$ cat src/rtl/ltpi_pkg.sv
// Shared LTPI types: link states, data-channel payload and command encodings.
package ltpi_pkg;

  typedef enum logic [3:0] {
    link_detect_st  = 4'd0,
    link_speed_st   = 4'd1,
    advertise_st    = 4'd2,
    configure_st    = 4'd3,
    accept_st       = 4'd4,
    operational_st  = 4'd5,
    link_lost_st    = 4'd6
  } link_state_t;

  // Data-channel command encodings
  localparam logic [7:0] READ_REQ   = 8'h00;
  localparam logic [7:0] WRITE_REQ  = 8'h01;
  localparam logic [7:0] READ_COMP  = 8'h02;
  localparam logic [7:0] WRITE_COMP = 8'h03;
  localparam logic [7:0] CRC_ERROR  = 8'h04;

  typedef struct packed {
    logic [7:0]  command;
    logic [7:0]  tag;
    logic [31:0] address;
    logic [31:0] data;
  } Data_channel_payload_t;

  // Default depth of the data-channel response queue
  localparam int DC_RESP_FIFO_DEPTH = 4;

endpackage

$ cat src/rtl/ltpi_dc_sync_fifo.sv
// Single-clock FIFO of data-channel payloads. Storage is unreset; the level
// counter guards every read so stale entries are never presented.
module ltpi_dc_sync_fifo
  import ltpi_pkg::*;
#(
  parameter int DEPTH = DC_RESP_FIFO_DEPTH
) (
  input  logic                    clk,
  input  logic                    arst,
  input  logic                    flush,
  input  logic                    push,
  input  Data_channel_payload_t   push_data,
  input  logic                    pop,
  output Data_channel_payload_t   pop_data,
  output logic [$clog2(DEPTH):0]  level
);

  localparam int AW = $clog2(DEPTH);
  localparam int LW = AW + 1;

  Data_channel_payload_t r_mem [DEPTH];
  logic [AW-1:0]         r_wr_ptr;
  logic [AW-1:0]         r_rd_ptr;
  logic [LW-1:0]         r_level;

  // Storage write; no reset so it maps onto plain RAM/registers
  always_ff @(posedge clk) begin
    if (push) begin
      r_mem[r_wr_ptr] <= push_data;
    end
  end

  // Pointers and occupancy; power-of-two depth lets pointers wrap naturally
  always_ff @(posedge clk or posedge arst) begin
    if (arst) begin
      r_wr_ptr <= '0;
      r_rd_ptr <= '0;
      r_level  <= '0;
    end else if (flush) begin
      r_wr_ptr <= '0;
      r_rd_ptr <= '0;
      r_level  <= '0;
    end else begin
      if (push) r_wr_ptr <= r_wr_ptr + AW'(1);
      if (pop)  r_rd_ptr <= r_rd_ptr + AW'(1);
      case ({push, pop})
        2'b10:   r_level <= r_level + LW'(1);
        2'b01:   r_level <= r_level - LW'(1);
        default: r_level <= r_level;
      endcase
    end
  end

  assign pop_data = r_mem[r_rd_ptr];
  assign level    = r_level;

endmodule

$ cat src/rtl/ltpi_data_channel_resp_tx.sv
// Response-side TX of the LTPI data channel: accepts completions from the
// target manager, queues them, and hands one out per frame-TX slot.
module ltpi_data_channel_resp_tx
  import ltpi_pkg::*;
#(
  parameter int FIFO_DEPTH = DC_RESP_FIFO_DEPTH
) (
  input  logic                         clk,
  input  logic                         reset,
  input  logic                         data_channel_rst,
  input  link_state_t                  local_link_state,
  input  Data_channel_payload_t        resp,
  input  logic                         resp_valid,
  output logic                         resp_ack,
  input  logic                         tx_frm_req,
  output Data_channel_payload_t        tx_payload,
  output logic                         tx_payload_valid,
  output logic [$clog2(FIFO_DEPTH):0]  fifo_level,
  output logic [15:0]                  sent_cnt
);

  localparam int LW = $clog2(FIFO_DEPTH) + 1;

  logic                  w_arst;
  logic                  w_op;
  logic                  w_full;
  logic                  w_empty;
  logic                  w_push;
  logic                  w_pop;
  logic [LW-1:0]         w_level;
  Data_channel_payload_t w_head;

  logic                  r_resp_ack;
  Data_channel_payload_t r_tx_payload;
  logic                  r_tx_payload_valid;
  logic [15:0]           r_sent_cnt;

  // Either reset source clears everything immediately
  assign w_arst  = reset | data_channel_rst;
  assign w_op    = (local_link_state == operational_st);
  // Full/empty come from the level at the start of the cycle, so a pop in
  // the same cycle never opens room for a push at full.
  assign w_full  = (w_level == LW'(FIFO_DEPTH));
  assign w_empty = (w_level == '0);
  // Ack cycle blocks a push so a held resp_valid is not taken twice
  assign w_push  = resp_valid & ~r_resp_ack & ~w_full & w_op;
  assign w_pop   = tx_frm_req & ~w_empty & w_op;

  ltpi_dc_sync_fifo #(
    .DEPTH (FIFO_DEPTH)
  ) u_fifo (
    .clk       (clk),
    .arst      (w_arst),
    .flush     (~w_op),
    .push      (w_push),
    .push_data (resp),
    .pop       (w_pop),
    .pop_data  (w_head),
    .level     (w_level)
  );

  // Acceptance pulse one cycle after each push
  always_ff @(posedge clk or posedge w_arst) begin
    if (w_arst) begin
      r_resp_ack <= 1'b0;
    end else begin
      r_resp_ack <= w_push;
    end
  end

  // Frame slot: present the head (or an idle zero payload), held between strobes
  always_ff @(posedge clk or posedge w_arst) begin
    if (w_arst) begin
      r_tx_payload       <= '0;
      r_tx_payload_valid <= 1'b0;
      r_sent_cnt         <= '0;
    end else if (!w_op) begin
      r_tx_payload       <= '0;
      r_tx_payload_valid <= 1'b0;
    end else if (tx_frm_req) begin
      if (!w_empty) begin
        r_tx_payload       <= w_head;
        r_tx_payload_valid <= 1'b1;
        if (r_sent_cnt != 16'hFFFF) begin
          r_sent_cnt <= r_sent_cnt + 16'd1;
        end
      end else begin
        r_tx_payload       <= '0;
        r_tx_payload_valid <= 1'b0;
      end
    end
  end

  assign resp_ack         = r_resp_ack;
  assign tx_payload       = r_tx_payload;
  assign tx_payload_valid = r_tx_payload_valid;
  assign fifo_level       = w_level;
  assign sent_cnt         = r_sent_cnt;

endmodule

$ cat config.mk
export PLATFORM = sky130hd
export DESIGN_NAME = ltpi_data_channel_resp_tx
export DESIGN_NICKNAME = d
export VERILOG_FILES = /design/src/rtl/ltpi_pkg.sv /design/src/rtl/ltpi_dc_sync_fifo.sv /design/src/rtl/ltpi_data_channel_resp_tx.sv
export SDC_FILE = /design/constraint.sdc
export NUM_CORES = 1
export LEC_CHECK = 0
export CAP_MARGIN = 20
export CELL_PAD_IN_SITES_DETAIL_PLACEMENT = 1
export CELL_PAD_IN_SITES_GLOBAL_PLACEMENT = 1
export CORE_UTILIZATION = 40
export DETAILED_ROUTE_END_ITERATION = 8
export DONT_BUFFER_PORTS = 1
export GPL_TIMING_DRIVEN = 0
export PLACE_DENSITY_LB_ADDON = 0.1
export SLEW_MARGIN = 0
export SYNTH_ARGS = -nofsm -noshare
export SYNTH_HDL_FRONTEND = slang
export SYNTH_SLANG_ARGS = --single-unit
$ cat constraint.sdc
create_clock -name clk -period 11.1 [get_ports clk]
set_clock_uncertainty 0.1 [all_clocks]
set_input_delay 2.775 -clock clk [delete_from_list [all_inputs] [get_ports clk]]
set_output_delay 2.775 -clock clk [all_outputs]
set_load 0.1 [all_outputs]
---- Yosys cells after proc, flatten, opt, wreduce, memory -nomap -nowiden ----
Memories as Yosys holds them, arrays and structs flattened.
Cells that the tools add are included.
cells by class
  muxes and demuxes ....................... 14
  reductions and logical operators ........ 2
  eq/ne operators ......................... 9
  bitwise operators ....................... 9
  add/sub/neg operators ................... 5
operators with widths
  operator                                                                count
  80-bit 2-to-1 mux                                                       3
  16-bit by 1-bit adder with 16-bit output (second input constant)        1
  16-bit != test (second input constant)                                  1
  2-bit 2-to-1 mux                                                        4
  3-bit case mux with 2 select lines                                      1
  1-bit bitwise AND                                                       5
  1-bit 2-to-1 mux                                                        5
  2-bit by 1-bit adder with 2-bit output (second input constant)          2
  4-bit by 3-bit equality test with 1-bit output (second input constant)  1
  2-bit by 1-bit != test with 1-bit output (second input constant)        2
  4-bit AND reduction                                                     1
  3-bit by 1-bit adder with 3-bit output (second input constant)          1
  3-bit equality test (second input constant)                             1
  3-bit logical NOT                                                       1
  3-bit 2-to-1 mux                                                        1
  3-bit by 1-bit != test with 1-bit output (second input constant)        1
  1-bit NOT                                                               3
  3-bit by 1-bit subtractor with 3-bit output (second input constant)     1
  2-bit by 1-bit equality test with 1-bit output (second input constant)  1
  2-bit equality test (second input constant)                             1
  2-bit != test (second input constant)                                   1
  1-bit bitwise OR                                                        1
storage, ports and cells
  memories kept ........................... 1
  memory bits (writable) .................. 320
  output and inout port bits .............. 101
  register bits ........................... 105
memory list
  memory        depth  width  rd ports  clocked after memory_dff  write ports  RTL line                 text
  u_fifo.r_mem  4      80     1         0                         1            ltpi_dc_sync_fifo.sv:21  Data_channel_payload_t r_mem [DEPTH];

---- Depth between registers and ports, before layout ----
  depth after elaboration ................. 7
  depth in mapped cells ................... 9
  mapped depth without buffers ............ 8

---- Cells and area by module ----
From an unflattened synthesis, not the netlist that was laid out.
unflattened totals
  cell total of the unflattened synthesis .. 721
  area total of the unflattened synthesis .. 15805.2 µm²
by module, submodules not included
  module                     cells each  instances  area an instance (µm²)
  ltpi_dc_sync_fifo          458         1          12047.8
  ltpi_data_channel_resp_tx  263         1          3757.4

---- Worst setup path after synthesis ----
Ideal clock, no wire load.
  path kind ............................... input to register
  from .................................... input port local_link_state[3]
  to ...................................... memory u_fifo.r_mem[0][0] (netlist bit) (enable)
  library setup time ...................... 0.447 ns
  stages on the path ...................... 4
  required time ........................... 10.553 ns
  slack ................................... 5.128 ns
  arrival ................................. 5.424 ns
  buffers on the path ..................... 1
  cells stage by stage .................... nand4bb_1 clkbuf_1 nor3_1 and2_1
between the ends
  longest elaborated chain between the ends .. 4
ends and longest elaborated chain
  what                                            RTL line                         text
  start, declared                                 ltpi_data_channel_resp_tx.sv:11  input link_state_t local_link_state,
  4-bit by 3-bit equality test with 1-bit output  ltpi_data_channel_resp_tx.sv:40  assign w_op = (local_link_state == operational_st);
  1-bit bitwise AND                               ltpi_data_channel_resp_tx.sv:46  assign w_push = resp_valid & ~r_resp_ack & ~w_full & w_op;
  via u_fifo.push                                 ltpi_dc_sync_fifo.sv:11          input logic push,
  1-bit 2-to-1 mux                                ltpi_dc_sync_fifo.sv:28          if (push) begin
  1-bit 2-to-1 mux (not written as such)          ltpi_dc_sync_fifo.sv:29          r_mem[r_wr_ptr] <= push_data;
  end, declared                                   ltpi_dc_sync_fifo.sv:21
The timed path passes the listed nets, and every way through them passes these cells.

---- Worst setup path in the final report ----
  from .................................... input port local_link_state[3]
  to ...................................... memory u_fifo.r_mem[1][66] (netlist bit) (enable)
Same word-level chain as after synthesis.

==> results.md <==
STA:
- In this run the tightest slew margin relative to its limit is 0.277.
- Setup repair after global routing left no endpoint under its margin.
- For the finished layout, the period the worst path requires is 4.80 ns.
- Dividing the final minimum period by the clock period gives 0.432.
- The max-slew violation count is 0.
- The total count of hold-check failures in the final report is 0.
- The total setup violations reported at the end of the flow is 0.
- The worst hold slack after final layout is 0.519 ns.
- At the pin with the least slew margin, the transition time is 1.08 ns.
- The achievable clock frequency is 208 MHz.

GRT:
- The first global-routing pass estimated 51300 µm of wire.
- Across every metal layer, demand over resource in global routing totals 0.179.
- The number of global-route vias before repair came to 8001.
- The number of antenna violations at the first check in global routing came to 0.
- The maximum number of pins on one net before global-route repair is 43.
- The overflow left after global routing is 0.

Place:
- The congestion estimate from routability-driven global placement came to 0.774.
- In this run the tool buffered the top-level ports with 0 buffer cells.
- Detailed placement ended at an HPWL of 21700 µm.

Cells and area:
- The layout net count is 881.
- The library cells used most frequently in the layout, excluding fill and tap cells, are 320 x sky130_fd_sc_hd__edfxtp_1, 105 x sky130_fd_sc_hd__dfrtp_1, 80 x sky130_fd_sc_hd__mux4_2, 80 x sky130_fd_sc_hd__a22o_1, 47 x sky130_fd_sc_hd__clkbuf_16.
- The growth of design area from synthesis to finish is 16.3%.
- The commonest non-fill, non-tap cell in the layout is sky130_fd_sc_hd__edfxtp_1.
- The antenna diode count is 0.
- The share of post-route cells with drive strength above 1 is 0.224.
- Once layout is complete, the utilization of the core stands at 0.472.

Worst setup path:
- The maximum fanout encountered on the critical timing path is 42.
- The kind of start point of the critical path is an input pin.
- STA puts the critical path data required time at 11.23 ns.
- Data on the critical path arrives at its endpoint at 4.93 ns.
- The critical path is of the in2reg type.
- STA classifies the critical path endpoint as a flop.

Clocking:
- Once the clock tree was built, the setup fixing pass inserted 0 buffers.
- The quantity of gates resized following cts is 0.
- The total clock buffers created by CTS is 45.
- No sink is reached through more buffers than the 3 on the longest clock path.
- The tree is rooted in a sky130_fd_sc_hd__clkbuf_16.
- The maximum level of the CTS H-tree is 2.
- Counting every sink on the clock net gives 425.
- Buffers inserted to repair hold after CTS numbered 0.
- The CTS clock-pin slew for the worst setup and hold paths is 0.06 ns.
- The later pin in the worst-skew pair is clocked with a latency of 0.57 ns.
- TritonCTS built the clock tree.

Logic synthesis:
- After synthesis, the largest family of logic cells by area is multiplexers.
- The dominant synthesized flop cell is sky130_fd_sc_hd__edfxtp_1.
- Of the total synthesized cell area, the portion taken by full adders, half adders and majority gates is 0.00480.
- Of all flip-flops after synthesis, the portion carrying an async set or reset was 0.247.
- The share of synthesized area in the top cell type comes to 0.615.
- Of the total synthesized cell area, the portion taken by XOR and XNOR cells is 0.0101.
- The post-synth net total is 825.
- The count of flip-flops with a built-in enable after synthesis is 320.
- The distinct cell type count of the synthesized netlist is 39.
- In the post-synthesis netlist, the biggest area contributors are sky130_fd_sc_hd__edfxtp_1 61%, sky130_fd_sc_hd__dfrtp_1 17%, sky130_fd_sc_hd__mux4_2 12%.
- The synthesized flop and latch total is 425.
- Of the total synthesized cell area, the portion taken by AND, OR, NAND and NOR gates is 0.0209.
- The portion of synthesized area spent on multiplexers is 0.117.
- The share of synthesized area occupied by flip-flops and latches is 0.783.
- The share of the synthesized area in compound gates (AO/OA/AOI/OAI) was 0.0530.
- The library cell with the largest summed area after synthesis is sky130_fd_sc_hd__edfxtp_1.
- Summing every instance area after synthesis gives 15600 µm².
- Averaged over all synthesized cells, the footprint is 21.4 µm².
- In the synthesized netlist, the number of instances is 730.
- Yosys printed 0 warnings.

Power:
- The net switching power figure is 640 µW.
- The sequential fraction of design power is 0.504.
- The clock power share is 0.489.
- The power density relative to cell area is 188 nW/µm².
- The static leakage power is 6.26 nW.
- The internal power component is 2.78 mW.
- The share of total power dissipated in combinational logic is 0.008.
- IR analysis of the VDD net gives a maximum drop of 0.161 mV.
- The switching power share of the total is 0.187.

Route:
- The average vias per placed instance is 5.37.
- The final route contains 7203 vias.
- The first detailed-routing pass ran for 4 iterations.
- The count of nets left with antenna violations once routing finished came out at 0.
- The uppermost metal layer occupied by signal nets is met4.
- After detailed routing, the number of remaining DRC violations is 0.
- Wire segments on met2 add up to 17300 µm in the final route.
- The initial detailed-routing violation count is 279.
- The routed length per placed instance is 25.9 µm.
- In the final routing, the length of wire on met1 measures 13600 µm.
- The routed design uses 2900 µm of met3 wire.
- The final layout contains routed wiring with a total length of 34700 µm.

Floorplanning:
- After floorplanning, the core was sized to cover 38600 µm².
- For this configuration, the core starts out at a cell density of 0.406.
- The floorplan step set the die width to 200 µm.
- The die covers 39900 µm².
- 190 I/O pins were placed.
- The die height is 200 µm.
- The number of rows created at floorplan is 72.

Flow run:
- The reported max-cap violation count is 0.

Run status:
- The flow ran to the end, and the final reports show no timing, DRC or antenna violations.

Worst hold path:
- The path class of the tightest hold or removal check is reg2reg.
registers in the layout (all words and copies together) (netlist names):
register / flops
u_fifo.r_wr_ptr: 2
u_fifo.r_mem: 320
resp_ack: 1
tx_payload_valid: 1
tx_payload: 80
sent_cnt: 16
u_fifo.r_rd_ptr: 2
u_fifo.level: 3
per-stage QoR:
| step | total power [mW] | cells | TNS, ns | setup WS, ns | cell area, µm² |
|---|---|---|---|---|---|
| 2_1_floorplan | 1.77 | 730 | 0 | 2.05 | 15600 |
| 3_3_place_gp | 1.78 | 1248 | -241.41 | -2.32 | 16300 |
| 3_5_place_dp | 1.78 | 1257 | 0 | 5.63 | 16500 |
| 4_1_cts | 3.46 | 1341 | 0 | 6.25 | 18200 |
| 5_1_grt | 3.52 | 1341 | 0 | 6.13 | 18200 |
| 6_report | 3.42 | 1341 | 0 | 6.30 | 18200 |
per-layer routing:
| layer | global-route usage | up-vias |
|---|---|---|
| li1 | - | 3118 |
| met1 | 0.213 | 3837 |
| met2 | 0.301 | 192 |
| met3 | 0.0638 | 56 |
| met4 | 0.0630 | 0 |
| met5 | 0 | - |
power by group through the flow:
stage                     sequential, mW  clock [mW]  combinational [mW]
after floorplan                     1.75           0              0.0151
after global placement              1.76           0              0.0223
after detailed placement            1.76           0              0.0280
after CTS                           1.72        1.71              0.0280
after global routing                1.72        1.77              0.0297
final                               1.72        1.67              0.0266
worst paths after layout:
kind                                       end  cells after the start                start  slack [ns]
setup / recovery           u_fifo.r_mem[1][66]                      5  local_link_state[3]        6.30
hold / removal              u_fifo.r_wr_ptr[1]                      2   u_fifo.r_wr_ptr[1]        0.52
setup reg to reg                tx_payload[73]                      6      u_fifo.level[1]        7.66
hold reg to reg             u_fifo.r_wr_ptr[1]                      2   u_fifo.r_wr_ptr[1]        0.52
max in group asynchronous       tx_payload[72]                      2     data_channel_rst        8.04
min in group asynchronous         sent_cnt[15]                      1                reset        2.18
synthesized netlist by cell type, types with 2 or more instances:
master and n:
sky130_fd_sc_hd__ha_1 6, sky130_fd_sc_hd__inv_1 4, sky130_fd_sc_hd__o211ai_1 2, sky130_fd_sc_hd__nor2_1 9, sky130_fd_sc_hd__buf_2 10, sky130_fd_sc_hd__o21ai_0 2
sky130_fd_sc_hd__nand4bb_1 2, sky130_fd_sc_hd__clkbuf_1 28, sky130_fd_sc_hd__xnor2_1 11, sky130_fd_sc_hd__nor3_1 4, sky130_fd_sc_hd__xor2_1 7, sky130_fd_sc_hd__a22o_1 80
sky130_fd_sc_hd__edfxtp_1 320, sky130_fd_sc_hd__and3_1 5, sky130_fd_sc_hd__a211oi_1 2, sky130_fd_sc_hd__nand3_1 7, sky130_fd_sc_hd__a21oi_1 4, sky130_fd_sc_hd__nand4_1 7
sky130_fd_sc_hd__mux4_2 80, sky130_fd_sc_hd__and2_1 4, sky130_fd_sc_hd__dfrtp_1 105, sky130_fd_sc_hd__mux2i_1 2, sky130_fd_sc_hd__nor4_1 2, sky130_fd_sc_hd__nand2b_1 2
sky130_fd_sc_hd__o31a_1 2, sky130_fd_sc_hd__nand2_1 9, sky130_fd_sc_hd__nor3b_1 2
cells by family (layout without fill, tap and decap cells):
kind of cell               after synthesis  in the layout
AOI/OAI and AO/OA                       97             97
muxes                                   83             83
DFF                                    425            425
xor gates and xnor gates                18             18
buffers and inverters                   43            136
adders and majority gates                6              6
and+or+nand+nor                         58             58
area by class of cell:
class                           instances  area [µm²]
Fill cell                            3526       20400
Sequential cell                       425       12200
Multi-Input combinational cell        262        3240
Clock buffer                           56        1250
Tap cell                              518         648
Clock inverter                         28         422
Timing Repair Buffer                    9         209
Buffer                                 39         163
Inverter                                4        15.0
critical path, cell delays in order:
cell	delay [ns]
sky130_fd_sc_hd__nand4bb_1	0.22
sky130_fd_sc_hd__clkbuf_1	0.29
sky130_fd_sc_hd__nor3_1	0.54
sky130_fd_sc_hd__and2_4	0.73
sky130_fd_sc_hd__buf_16	0.33
Power figures use the tool's default switching activity.
